<file path="src/rtl/multicycle_sequencer.sv">
// Multi-cycle control sequencer for nand_cpu: steps each instruction through FETCH..WRITEBACK,
// drives datapath stage strobes, and handles wait states, bus timeout, interrupts and perf counters.
module multicycle_sequencer #(
  parameter int TIMEOUT_CYCLES = 16,
  parameter int CNT_W          = 32,
  parameter bit SKIP_MEM       = 1'b1
) (
  input  logic             clk,
  input  logic             n_rst,
  input  logic             imem_ready,
  input  logic             dec_is_mem,
  input  logic             dec_is_halt,
  input  logic             dec_writes_reg,
  input  logic             dmem_ready,
  input  logic             irq,
  output logic             imem_req,
  output logic             ir_load,
  output logic             reg_read_en,
  output logic             alu_en,
  output logic             dmem_req,
  output logic             wb_en,
  output logic             pc_en,
  output logic             irq_ack,
  output logic             halted,
  output logic             fault,
  output logic [2:0]       stage,
  output logic [CNT_W-1:0] cycle_count,
  output logic [CNT_W-1:0] instr_count
);

  typedef enum logic [2:0] {
    S_FETCH     = 3'd0,
    S_DECODE    = 3'd1,
    S_EXECUTE   = 3'd2,
    S_MEMORY    = 3'd3,
    S_WRITEBACK = 3'd4,
    S_HALTED    = 3'd5
  } stage_e;

  localparam int WAIT_W = (TIMEOUT_CYCLES < 2) ? 1 : $clog2(TIMEOUT_CYCLES);
  localparam logic [WAIT_W-1:0] WAIT_LAST = WAIT_W'(TIMEOUT_CYCLES - 1);

  stage_e            stage_q, stage_d;
  logic [WAIT_W-1:0] wait_q, wait_d;
  logic              halted_q, halted_d;
  logic              fault_q, fault_d;
  logic [CNT_W-1:0]  cycle_q, instr_q;
  logic              retire;

  always_comb begin
    stage_d  = stage_q;
    wait_d   = wait_q;
    halted_d = halted_q;
    fault_d  = fault_q;
    retire   = 1'b0;
    case (stage_q)
      S_FETCH: begin
        if (imem_ready) begin
          stage_d = S_DECODE;
        end else if (wait_q == WAIT_LAST) begin
          stage_d  = S_HALTED;
          halted_d = 1'b1;
          fault_d  = 1'b1;
        end else begin
          wait_d = wait_q + WAIT_W'(1);
        end
      end
      S_DECODE: begin
        if (dec_is_halt) begin
          stage_d  = S_HALTED;
          halted_d = 1'b1;
          retire   = 1'b1;
        end else begin
          stage_d = S_EXECUTE;
        end
      end
      S_EXECUTE: stage_d = (dec_is_mem || !SKIP_MEM) ? S_MEMORY : S_WRITEBACK;
      S_MEMORY: begin
        // Ready in the last allowed wait cycle still completes the access.
        if (!dec_is_mem || dmem_ready) begin
          stage_d = S_WRITEBACK;
        end else if (wait_q == WAIT_LAST) begin
          stage_d  = S_HALTED;
          halted_d = 1'b1;
          fault_d  = 1'b1;
        end else begin
          wait_d = wait_q + WAIT_W'(1);
        end
      end
      S_WRITEBACK: begin
        stage_d = S_FETCH;
        retire  = 1'b1;
      end
      default: stage_d = S_HALTED;
    endcase
    if (stage_d != stage_q) wait_d = '0;
  end

  always_ff @(posedge clk or negedge n_rst) begin
    if (!n_rst) begin
      stage_q  <= S_FETCH;
      wait_q   <= '0;
      halted_q <= 1'b0;
      fault_q  <= 1'b0;
      cycle_q  <= '0;
      instr_q  <= '0;
    end else begin
      stage_q  <= stage_d;
      wait_q   <= wait_d;
      halted_q <= halted_d;
      fault_q  <= fault_d;
      if (stage_q != S_HALTED) cycle_q <= cycle_q + CNT_W'(1);
      if (retire) instr_q <= instr_q + CNT_W'(1);
    end
  end

  // Strobes are held low while reset is asserted, even though stage already reads FETCH.
  always_comb begin
    imem_req    = 1'b0;
    ir_load     = 1'b0;
    reg_read_en = 1'b0;
    alu_en      = 1'b0;
    dmem_req    = 1'b0;
    wb_en       = 1'b0;
    pc_en       = 1'b0;
    irq_ack     = 1'b0;
    if (n_rst) begin
      case (stage_q)
        S_FETCH: begin
          imem_req = 1'b1;
          ir_load  = imem_ready;
        end
        S_DECODE:  reg_read_en = 1'b1;
        S_EXECUTE: alu_en = 1'b1;
        S_MEMORY:  dmem_req = dec_is_mem;
        S_WRITEBACK: begin
          wb_en   = dec_writes_reg;
          pc_en   = 1'b1;
          irq_ack = irq;
        end
        default: ;
      endcase
    end
  end

  assign stage       = stage_q;
  assign halted      = halted_q;
  assign fault       = fault_q;
  assign cycle_count = cycle_q;
  assign instr_count = instr_q;

endmodule

</file>
<file path="config.mk">
export PLATFORM = sky130hd
export DESIGN_NAME = multicycle_sequencer
export DESIGN_NICKNAME = d
export VERILOG_FILES = /design/src/rtl/multicycle_sequencer.sv
export SDC_FILE = /design/constraint.sdc
export NUM_CORES = 1
export LEC_CHECK = 0
export CORE_UTILIZATION = 42
export DETAILED_ROUTE_END_ITERATION = 7
export PLACE_DENSITY = 0.69
export SLEW_MARGIN = 30
export SYNTH_ARGS = -nofsm -noshare
export SYNTH_HDL_FRONTEND = slang
export SYNTH_SLANG_ARGS = --single-unit
</file>
<file path="constraint.sdc">
create_clock -name clk -period 4.2 [get_ports clk]
set_clock_uncertainty 0.1 [all_clocks]
set_input_delay 0.84 -clock clk [delete_from_list [all_inputs] [get_ports clk]]
set_output_delay 0.84 -clock clk [all_outputs]
set_load 0.01 [all_outputs]
</file>
==> results.ini <==
[critical_path]
slowest_delay_ps=590
path_common_cell=clkdlybuf4s50_1
path_class=input port to output port
crit_fanout=7
worstPathArrival_ps=2220
cp.required_ps=3260
critPathBufInv=2
end_kind=output port
crit_family=buffers and inverters
start_kind=input port
cp_slowest_cell=clkdlybuf4s50_1
crit_chain=clkdlybuf4s50_1 > nand3_1 > nor2_1 > clkdlybuf4s50_1

[synthesis]
ys_seq_area_frac=0.5031
synth-edff-count=0
yosys-top-cells-area=dfrtp_1 50%, xnor2_1 12%, xor2_1 3.9%, nand2_1 3.7%, nand3_1 3.4%
syn_avg_cell_area_um2=10.74
netlist_area_um2=3631
ys.flop_type=dfrtp_1
synthTopCellsByCount=73 x dfrtp_1, 48 x xnor2_1, 36 x nand2_1, 25 x nand3_1, 17 x nor2_1
yosysUniqueCellTypes=45
synth_top_area_frac=0.5031
synth_seq_cells=73
yosysTopAreaCell=dfrtp_1
synthArstFlopShare=1.000
syn_nets=349
yosys_warnings=0
synth.most_common_cell=dfrtp_1
synth_cells=338

[clock_network]
cts_resized=0
htree_levels=3
hold_buffers=0
insertion_delay_ps=360
cts_tree=yes
clock-root-buffer=clkbuf_8
clock_sinks=73
clkTransAtPathRegs_ps=80
cts_max_path_buffers=2
cts_setup_buffers=0
cts_buffers=9

[sta]
period_needed_ps=3158
setup_tns_ps=0
timing.fmax_ghz=0.3167
slew_headroom=0.5287
period_share=0.7519
rsz0062_at_grt=false
worst_slew_pin_slew_ps=706.9
hold_viol_final=0
setup_viol=0
final_max_slew_viol_count=0

[global_routing]
grtUsageTotal=0.1848
grt-ovfl-total=0
grt_first_pass_wirelength_um=12750
antenna_found_initial=0
grt_pass1_vias=2611
grt_max_degree=70

[floorplanning]
die_y_um=94.98
ios=85
rows=33
core_um2=8299
initial_core_util=0.4375
die_x_um=94.98
die_area_um2=9021

[drt]
drc=0
wirelength_um=7481
drt_first_pass_iters=4
routed_via_density=5.158
drtIter0Drc=99
vias=2770
wl_per_cell_um=13.93
ant_nets=0

[pwr]
peakVddDrop_mv=0.3499
power_per_cell_area_nw_per_um2=464.1
leakage_nw=2.072

[place]
dp_hpwl_um=5252
port_buffers=84
gp_congestion=0.7845

[layout]
num_antenna_cells=0
syn2layout_area_growth_pct=32.77
drive_gt1_frac=0.09028
fin_util=0.5809
fin_nets=438

[job]
max_cap_viol_count=0

[status]
status=complete, no violations

[min_path]
holdCritPathClass=input port to asynchronous set/reset pin

layout make-up:
cell class	instances	area (um^2)
well taps	105	131.4
fillers	721	3478
inverters	5	18.77
flip-flops and latches	73	1827
repair buffers	88	888.4
clock buffers	10	137.6
multi-input cells	250	1728
clock inverters	6	90.09
routing by layer:
| metal | track usage | wire length [um] |
|---|---|---|
| met2 | 0.2902 | 3564 |
| met5 | 0 | 0 |
| met3 | 0.03382 | 294 |
| met4 | 0.08333 | 134 |
| met1 | 0.2479 | 3487 |
worst reg2reg max path: stages, from the launching register on:
cell      delay, ps
dfrtp_1         800
nand3b_2        330
nand4_1         200
nor3_1          450
nand3_1         160
xnor2_1         150
state kept, by name, indices dropped and copies added (netlist names):
| name | flops |
|---|---|
| cycle_count | 32 |
| instr_count | 32 |
| wait_q | 4 |
| halted | 1 |
| stage | 3 |
| fault | 1 |
cells in the final DEF (no fill, tap or decap), types with 4 or more instances in the layout:
cell              n
clkdlybuf4s50_1  83
dfrtp_1          73
xnor2_1          48
nand2_1          36
nand3_1          25
nor2_1           17
xor2_1           16
and3_1           12
nor3_1           12
nand4_1          10
clkbuf_8         10
and4_1            7
a21oi_1           6
o21ai_0           6
nand2b_1          6
inv_1             5
nor3_2            4
o21a_1            4
buf_4             4
cell families (layout without fill, tap and decap cells):
logic type,after synthesis,in the layout,synth area share
simple gates,153,153,0.2512
xor+xnor,65,65,0.1589
flops,73,73,0.5031
mux,3,3,0.008615
buf+inv,15,109,0.02102
fa+ha+maj,3,3,0.01034
compound gates,26,26,0.04687
power by group:
group | switching (mW) | internal (mW) | leakage [nW]
combinational | 0.345 | 0.355 | 0.976
clock | 0.278 | 0.353 | 0.113
sequential | 0.125 | 0.781 | 0.983
metrics by stage:
| stage | hold slack [ps] | cells | setup slack, ps | instance area, um^2 | total power [mW] |
|---|---|---|---|---|---|
| 4_1_cts | 186.0 | 536 | 1037 | 4793 | 2.251 |
| 6_report | 193.6 | 537 | 1042 | 4821 | 2.237 |
| 3_5_place_dp | 348.2 | 520 | 1038 | 4566 | 1.615 |
| 3_3_place_gp | 347.6 | 520 | 1042 | 4566 | 1.605 |
| 2_1_floorplan | 393.2 | 338 | 1721 | 3631 | 1.334 |
| 5_1_grt | 190.5 | 537 | 977.1 | 4821 | 2.361 |
path summary, 6_finish.rpt:
check	start	end	slack (ps)	cells after the start
setup reg to reg	stage[1]	cycle_count[17]	1900	5
max in group asynchronous	n_rst	instr_count[12]	3010	3
setup / recovery	dec_is_mem	dmem_req	1040	4
hold reg to reg	halted	halted	360	1
min in group clk	halted	halted	360	1
hold / removal	n_rst	instr_count[1]	190	1
No activity file was read; power rests on OpenSTA's default activity.
